**src/rtl/mem_arb_pkg.sv**
```systemverilog
// Shared types and default widths for the two-requester memory port arbiter.
package mem_arb_pkg;

    localparam int unsigned DEF_ADDR_W    = 24;
    localparam int unsigned DEF_DATA_W    = 16;
    localparam int unsigned DEF_MAX_BURST = 8;

    typedef enum logic [1:0] {
        IDLE  = 2'd0,
        OWN_C = 2'd1,
        OWN_D = 2'd2
    } arb_state_e;

    typedef enum logic {
        OWNER_C = 1'b0,
        OWNER_D = 1'b1
    } owner_e;

    // One requester's beat request at the default widths.
    typedef struct packed {
        logic                  req;
        logic                  we;
        logic [DEF_ADDR_W-1:0] addr;
        logic [DEF_DATA_W-1:0] wdata;
    } arb_req_t;

endpackage

```
**src/rtl/mem_port_arbiter_if.sv**
```systemverilog
// Requester-side handshake bundle: master is the requester, slave is the arbiter.
interface mem_port_arbiter_if
    import mem_arb_pkg::*;
#(
    parameter int unsigned ADDR_W = DEF_ADDR_W,
    parameter int unsigned DATA_W = DEF_DATA_W
);
    logic              req;
    logic              we;
    logic [ADDR_W-1:0] addr;
    logic [DATA_W-1:0] wdata;
    logic              gnt;
    logic              rvalid;
    logic [DATA_W-1:0] rdata;

    modport master (output req, we, addr, wdata, input gnt, rvalid, rdata);
    modport slave  (input req, we, addr, wdata, output gnt, rvalid, rdata);
endinterface

```
**src/rtl/arb_beat_counter.sv**
```systemverilog
// Saturating beat counter; at_limit_o flags that the next beat is the last one allowed.
module arb_beat_counter #(
    parameter int unsigned CNT_W = 4
) (
    input  logic             clk,
    input  logic             rst_n,
    input  logic             clear_i,
    input  logic             inc_i,
    input  logic [CNT_W-1:0] limit_i,
    output logic             at_limit_o
);
    logic [CNT_W-1:0] cnt_q, cnt_d;
    logic             at_limit_q, at_limit_d;

    always_comb begin
        cnt_d = cnt_q;
        if (clear_i) begin
            cnt_d = '0;
        end else if (inc_i && (cnt_q < limit_i)) begin
            cnt_d = cnt_q + CNT_W'(1);
        end
        // Registered look-ahead: one beat from the limit, or already saturated.
        at_limit_d = (cnt_d >= (limit_i - CNT_W'(1)));
    end

    always_ff @(posedge clk or negedge rst_n) begin
        if (!rst_n) begin
            cnt_q      <= '0;
            at_limit_q <= 1'b0;
        end else begin
            cnt_q      <= cnt_d;
            at_limit_q <= at_limit_d;
        end
    end

    assign at_limit_o = at_limit_q;
endmodule

```
**src/rtl/mem_port_arbiter.sv**
```systemverilog
// Core/DMA arbiter for a single memory port with burst-limited preemption.
// Define ARB_ROUND_ROBIN_EN for fair IDLE tie-breaks and preemption of both owners.
module mem_port_arbiter
    import mem_arb_pkg::*;
#(
    parameter int unsigned ADDR_W    = DEF_ADDR_W,
    parameter int unsigned DATA_W    = DEF_DATA_W,
    parameter int unsigned MAX_BURST = DEF_MAX_BURST
) (
    input  logic               clk,
    input  logic               rst_n,
    mem_port_arbiter_if.slave  c_if,
    mem_port_arbiter_if.slave  d_if,
    output logic [ADDR_W-1:0]  mem_addr,
    output logic [DATA_W-1:0]  mem_wdata,
    output logic               mem_we,
    input  logic [DATA_W-1:0]  mem_rdata
);
    localparam int unsigned CNT_W = $clog2(MAX_BURST + 1);

    arb_state_e state_q, state_d;
    logic       c_rvalid_q, c_rvalid_d;
    logic       d_rvalid_q, d_rvalid_d;
    logic       c_beat, d_beat;
    logic       at_limit;
    logic       d_wins_tie;
    logic       c_preempt_en;

    assign c_beat = (state_q == OWN_C) && c_if.req;
    assign d_beat = (state_q == OWN_D) && d_if.req;

`ifdef ARB_ROUND_ROBIN_EN
    owner_e last_owner_q;

    assign d_wins_tie   = (last_owner_q == OWNER_C);
    assign c_preempt_en = 1'b1;

    always_ff @(posedge clk or negedge rst_n) begin
        if (!rst_n) begin
            last_owner_q <= OWNER_C;
        end else if (state_d == OWN_C) begin
            last_owner_q <= OWNER_C;
        end else if (state_d == OWN_D) begin
            last_owner_q <= OWNER_D;
        end
    end
`else
    assign d_wins_tie   = 1'b0;
    assign c_preempt_en = 1'b0;
`endif

    // Next-state: owner hand-off happens directly, never through IDLE.
    always_comb begin
        state_d = state_q;
        unique case (state_q)
            IDLE: begin
                if (c_if.req && d_if.req) begin
                    state_d = d_wins_tie ? OWN_D : OWN_C;
                end else if (c_if.req) begin
                    state_d = OWN_C;
                end else if (d_if.req) begin
                    state_d = OWN_D;
                end
            end
            OWN_C: begin
                if (!c_if.req) begin
                    state_d = d_if.req ? OWN_D : IDLE;
                end else if (d_if.req && at_limit && c_preempt_en) begin
                    state_d = OWN_D;
                end
            end
            OWN_D: begin
                if (!d_if.req) begin
                    state_d = c_if.req ? OWN_C : IDLE;
                end else if (c_if.req && at_limit) begin
                    state_d = OWN_C;
                end
            end
            default: state_d = IDLE;
        endcase
    end

    assign c_rvalid_d = c_beat & ~c_if.we;
    assign d_rvalid_d = d_beat & ~d_if.we;

    always_ff @(posedge clk or negedge rst_n) begin
        if (!rst_n) begin
            state_q    <= IDLE;
            c_rvalid_q <= 1'b0;
            d_rvalid_q <= 1'b0;
        end else begin
            state_q    <= state_d;
            c_rvalid_q <= c_rvalid_d;
            d_rvalid_q <= d_rvalid_d;
        end
    end

    arb_beat_counter #(
        .CNT_W (CNT_W)
    ) u_beat_counter (
        .clk        (clk),
        .rst_n      (rst_n),
        .clear_i    (state_d != state_q),
        .inc_i      (c_beat | d_beat),
        .limit_i    (CNT_W'(MAX_BURST)),
        .at_limit_o (at_limit)
    );

    // Memory port mux: zero whenever no beat is in progress.
    always_comb begin
        mem_addr  = '0;
        mem_wdata = '0;
        mem_we    = 1'b0;
        if (c_beat) begin
            mem_addr  = c_if.addr;
            mem_wdata = c_if.wdata;
            mem_we    = c_if.we;
        end else if (d_beat) begin
            mem_addr  = d_if.addr;
            mem_wdata = d_if.wdata;
            mem_we    = d_if.we;
        end
    end

    assign c_if.gnt    = c_beat;
    assign d_if.gnt    = d_beat;
    assign c_if.rvalid = c_rvalid_q;
    assign d_if.rvalid = d_rvalid_q;
    assign c_if.rdata  = c_rvalid_q ? mem_rdata : '0;
    assign d_if.rdata  = d_rvalid_q ? mem_rdata : '0;
endmodule

```
**src/flat_wrapper.sv**
```systemverilog
// flat-port wrapper written by rule: the top's interface ports become plain ports
module mem_port_arbiter_flat import mem_arb_pkg::*;
#(
    parameter int unsigned ADDR_W    = DEF_ADDR_W,
    parameter int unsigned DATA_W    = DEF_DATA_W,
    parameter int unsigned MAX_BURST = DEF_MAX_BURST
)
  (clk, rst_n, mem_addr, mem_wdata, mem_we, mem_rdata, c_if_req, c_if_we, c_if_addr, c_if_wdata, c_if_gnt, c_if_rvalid, c_if_rdata, d_if_req, d_if_we, d_if_addr, d_if_wdata, d_if_gnt, d_if_rvalid, d_if_rdata);
  mem_port_arbiter_if #(.ADDR_W(ADDR_W), .DATA_W(DATA_W)) c_if_i ();
  mem_port_arbiter_if #(.ADDR_W(ADDR_W), .DATA_W(DATA_W)) d_if_i ();
  input  logic clk;
  input  logic rst_n;
  output logic [ADDR_W-1:0] mem_addr;
  output logic [DATA_W-1:0] mem_wdata;
  output logic mem_we;
  input  logic [DATA_W-1:0] mem_rdata;
  input wire logic [$bits(c_if_i.req)-1:0] c_if_req;
  input wire logic [$bits(c_if_i.we)-1:0] c_if_we;
  input wire logic [$bits(c_if_i.addr)-1:0] c_if_addr;
  input wire logic [$bits(c_if_i.wdata)-1:0] c_if_wdata;
  output wire logic [$bits(c_if_i.gnt)-1:0] c_if_gnt;
  output wire logic [$bits(c_if_i.rvalid)-1:0] c_if_rvalid;
  output wire logic [$bits(c_if_i.rdata)-1:0] c_if_rdata;
  input wire logic [$bits(d_if_i.req)-1:0] d_if_req;
  input wire logic [$bits(d_if_i.we)-1:0] d_if_we;
  input wire logic [$bits(d_if_i.addr)-1:0] d_if_addr;
  input wire logic [$bits(d_if_i.wdata)-1:0] d_if_wdata;
  output wire logic [$bits(d_if_i.gnt)-1:0] d_if_gnt;
  output wire logic [$bits(d_if_i.rvalid)-1:0] d_if_rvalid;
  output wire logic [$bits(d_if_i.rdata)-1:0] d_if_rdata;
  assign c_if_i.req = c_if_req;
  assign c_if_i.we = c_if_we;
  assign c_if_i.addr = c_if_addr;
  assign c_if_i.wdata = c_if_wdata;
  assign c_if_gnt = c_if_i.gnt;
  assign c_if_rvalid = c_if_i.rvalid;
  assign c_if_rdata = c_if_i.rdata;
  assign d_if_i.req = d_if_req;
  assign d_if_i.we = d_if_we;
  assign d_if_i.addr = d_if_addr;
  assign d_if_i.wdata = d_if_wdata;
  assign d_if_gnt = d_if_i.gnt;
  assign d_if_rvalid = d_if_i.rvalid;
  assign d_if_rdata = d_if_i.rdata;
  mem_port_arbiter #(.ADDR_W(ADDR_W), .DATA_W(DATA_W), .MAX_BURST(MAX_BURST)) u_core (.clk(clk), .rst_n(rst_n), .c_if(c_if_i), .d_if(d_if_i), .mem_addr(mem_addr), .mem_wdata(mem_wdata), .mem_we(mem_we), .mem_rdata(mem_rdata));
endmodule
```
**config.mk**
```make
export PLATFORM = sky130hd
export DESIGN_NAME = mem_port_arbiter_flat
export DESIGN_NICKNAME = d
export VERILOG_FILES = /design/src/rtl/mem_arb_pkg.sv /design/src/rtl/mem_port_arbiter_if.sv /design/src/rtl/arb_beat_counter.sv /design/src/rtl/mem_port_arbiter.sv /design/src/flat_wrapper.sv
export SDC_FILE = /design/constraint.sdc
export NUM_CORES = 1
export LEC_CHECK = 0
export CAP_MARGIN = 40
export CELL_PAD_IN_SITES_DETAIL_PLACEMENT = 0
export CELL_PAD_IN_SITES_GLOBAL_PLACEMENT = 1
export CORE_ASPECT_RATIO = 0.5
export CORE_MARGIN = 1.5
export CORE_UTILIZATION = 13
export CTS_CLUSTER_SIZE = 30
export DETAILED_ROUTE_END_ITERATION = 10
export HOLD_SLACK_MARGIN = 0.1
export PLACE_DENSITY = 0.81
export SYNTH_ARGS = -nofsm -noshare
export SYNTH_HDL_FRONTEND = slang
export SYNTH_SLANG_ARGS = --single-unit
```
**constraint.sdc**
```tcl
create_clock -name clk -period 1.8 [get_ports clk]
set_input_delay 0.36 -clock clk [delete_from_list [all_inputs] [get_ports clk]]
set_output_delay 0.36 -clock clk [all_outputs]
set_load 0.05 [all_outputs]
```
==> summary.md <==
| Metric | Value |
|---|---|
| Int Pwr | between 1 and 1.5 mW |
| Worst hold-check slack | between 0.4 and 0.5 ns |
| Largest net degree at the start of global routing | 24 |
| Seq cells post-synth | 9 |
| Synthesized cell area | approximately 1100 sq um |
| Initial antenna violation count | 0 |
| Flop pwr share | 0.127 |
| WL per Instance | about 18 microns |
| Antenna-violating nets left | 0 |
| WL met1 | roughly 3000 microns |
| TritonCTS buffer count | 3 |
| Pre-CTS setup slack | -0.266 ns |
| Num rows | 23 |
| Area of the core | just over 8000 sq um |
| Area contributors post-synth | a22o_1, dfrtp_1, and2_1 |
| Placer Congestion | between 0.7 and 0.8 |
| Yosys synthesis warning count | 0 |
| Inserted Diodes | 0 |
| Worst vdd ir | ~0.24 mV |
| Sequential share of the synthesized area | 0.206 |
| CTS H-tree lvls | 1 |
| Logic pwr share | 0.655 |
| CTS tree | yes |
| Critical path destination | mem_wdata[14] |
| Fin Setup TNS | -0.938 ns |
| Slew of the pin with the lowest slew margin | 0.516 ns |
| Die area | between 9000 and 10000 sq um |
| Starting Density | 0.135 |
| Final period util | 1.03 |
| Switch Pwr | 625 uW |
| Detailed-route DRC error count | 0 |
| Worst-skew pair later-pin latency | roughly 0.24 ns |
| First-pass GRT wire length | about 11000 microns |
| Port Buffer Count | approximately 180 |
| FFs w/ async S/R, synth | 1.00 |
| Yosys cell types | 28 |
| Synthesis-to-finish area growth | 303% |
| Die Ht | approximately 68 microns |
| Final setup vio count | 39 |
| Max_cap viols | 0 |
| Avg Vias per Cell | between 4 and 5 |
| FF-to-FF Start | u_core.state_q[0] |
| Startpoint types | flip-flop |
| RSZ-0062 raised after global routing | true |
| Worst R2R End | u_core.u_beat_counter.at_limit_o |
| Wire length on met2 | ~4800 microns |
| Clock Pin Slew Worst Setup and Hold Paths | about 0.040 ns |
| Max Slew Vio Count | 0 |
| Setup ws final | -0.0534 ns |
| Final hold vios | 0 |
| Clock power share | 0.219 |
| First-pass DRT Iterations | 4 |
| Max Fclk | about 540 MHz |
| LEAKAGE | 1.90 nW |
| CP Capture Type | output pin |
| CTS sink count | 9 |
| Crit path max fanout | 12 |
| Failing checks | setup timing |
| Max clock buf depth | 2 |
| Top routing layer in use | met4 |
| Cells after Synth | approximately 130 |
| Crit. Startpoint | u_core.state_q[1] |
| Synthesized net count | between 200 and 250 |
| Switching share of power | 0.351 |
| Worst min path class | input port to asynchronous set/reset pin |
| Leading area contributor after synthesis | a22o_1 |
| Syn Area/Cell | between 8 and 9 sq um |
| Synth top area share | 0.328 |
| Tmin final | 1.85 ns |
| Crit path required time | 1.44 ns |
| Main flop type after synthesis | dfrtp_1 |
| Crit Path Category | flip-flop to output pin |
| I/O Pins | 179 |
| First-iteration detailed-routing DRC count | 65 |
| Relative slew slack | 0.656 |
| FF-to-FF setup slack | 0.22 ns |
| Number of synthesized flops with an enable pin | 0 |
| Post-layout util | 0.545 |
| DP HPWL | between 6000 and 7000 microns |
| Pwr/cell area | between 400 and 500 nW/um^2 |
| Outcome | finished with violations |
| Share of cells above drive strength 1 | 0.459 |
| Routed via count | about 1800 |
| Number of global-route vias before repair | 1913 |
| Final WL | around 8000 microns |
| Post-layout total power | 1.78 mW |
| Die Wd | between 100 and 150 microns |
| Metal3 WL | 105 microns |
| Gr ovfl total | 0 |
| Skew final | between 0.002 and 0.003 ns |
| CTS Root Cell | clkbuf_16 |
| Nets | about 420 |
| R2R cell count | 6 |
| Worst endpoint data arrival time | about 1.5 ns |
| GRT Util Overall | 0.161 |
-- synth_stat cells, types with 2 or more instances --
| library cell | instances |
|---|---|
| buf_2 | 6 |
| nor2_1 | 6 |
| dfrtp_1 | 9 |
| inv_2 | 2 |
| a22o_1 | 41 |
| a21oi_1 | 2 |
| inv_1 | 3 |
| clkbuf_1 | 4 |
| xnor2_1 | 3 |
| nand2_1 | 2 |
| and2_1 | 32 |
-- cell type report --
cell class,count,area [sq um]
timing repair buffer,199,2810
fill,659,3680
sequential,9,226
multi-input combinational,103,1120
inverter,5,28.8
clock buffer,4,78.8
tap,112,140
-- power groups by stage --
stage / registers, mW / clock network [mW] / logic, mW
finish: 0.225 / 0.389 / 1.17
global placement: 0.228 / 0 / 1.03
global route: 0.227 / 0.412 / 1.20
CTS: 0.225 / 0.399 / 1.14
detailed placement: 0.229 / 0 / 1.05
floorplan: 0.229 / 0 / 0.409
-- cells by family after synthesis --
group	Yosys count	share of synthesized area
flip-flops	9	0.206
multiplexers	2	0.0229
XOR/XNOR	3	0.0240
buffers and inverters	15	0.0584
AO/OA/AOI/OAI	50	0.404
AND/OR/NAND/NOR	47	0.273
adder cells (fa/ha/maj)	1	0.0114
-- state kept, by name (all words and copies together) (netlist names) --
name,count
u_core.d_if.rvalid,1
u_core.u_beat_counter.cnt_q,4
u_core.c_if.rvalid,1
u_core.u_beat_counter.at_limit_o,1
u_core.state_q,2
-- routing by layer --
| layer | GRT usage | up-vias |
|---|---|---|
| met5 | 0 | - |
| met4 | 0.0330 | 0 |
| met3 | 0.0133 | 8 |
| met2 | 0.332 | 18 |
| met1 | 0.187 | 874 |
| li1 | - | 862 |
-- cells in the final DEF, fill, tap and decap left out, types with 2 or more instances in the layout --
master,instances
a21oi_1,2
a22o_1,6
a22o_4,35
and2_1,32
buf_12,81
buf_4,11
buf_6,4
clkbuf_16,4
clkdlybuf4s50_1,99
dfrtp_1,8
inv_1,3
inv_6,2
nand2_1,2
nand3b_4,2
nor2_1,6
xnor2_1,3
-- worst min-delay path by stage --
stage | startpoint | cells past startpoint | slack, ns | to
after CTS | rst_n | 1 | 0.43 | u_core.u_beat_counter.cnt_q[3]
final | rst_n | 1 | 0.42 | u_core.u_beat_counter.cnt_q[3]
after global routing | rst_n | 1 | 0.45 | u_core.u_beat_counter.cnt_q[3]
after detailed placement | u_core.u_beat_counter.cnt_q[2] | 2 | 0.59 | u_core.u_beat_counter.cnt_q[2]
after floorplan | rst_n | 0 | 0.06 | u_core.c_if.rvalid
after global placement | u_core.u_beat_counter.cnt_q[1] | 2 | 0.56 | u_core.u_beat_counter.cnt_q[1]
-- repair_timing --
action	in CTS	in global routing
resized for setup	45	7
pin swaps	17	2
endpoints found under the setup margin	42	41
setup buffers	4	2
hold buffers	0	0
cloned	1	2
-- metrics by stage --
step	std cells	area, sq um
finish	432	4410
global route	432	4410
CTS	428	4320
detailed placement	420	3910
global placement	420	3910
floorplan	127	1130
-- critical path, cell delays in order, from the launching register on --
cell and delay, ns:
dfrtp_2 0.42, nand3b_4 0.10, inv_6 0.06, buf_12 0.12
buf_12 0.14, a22o_4 0.26, buf_12 0.15
No activity file was read; power rests on OpenSTA's default activity.
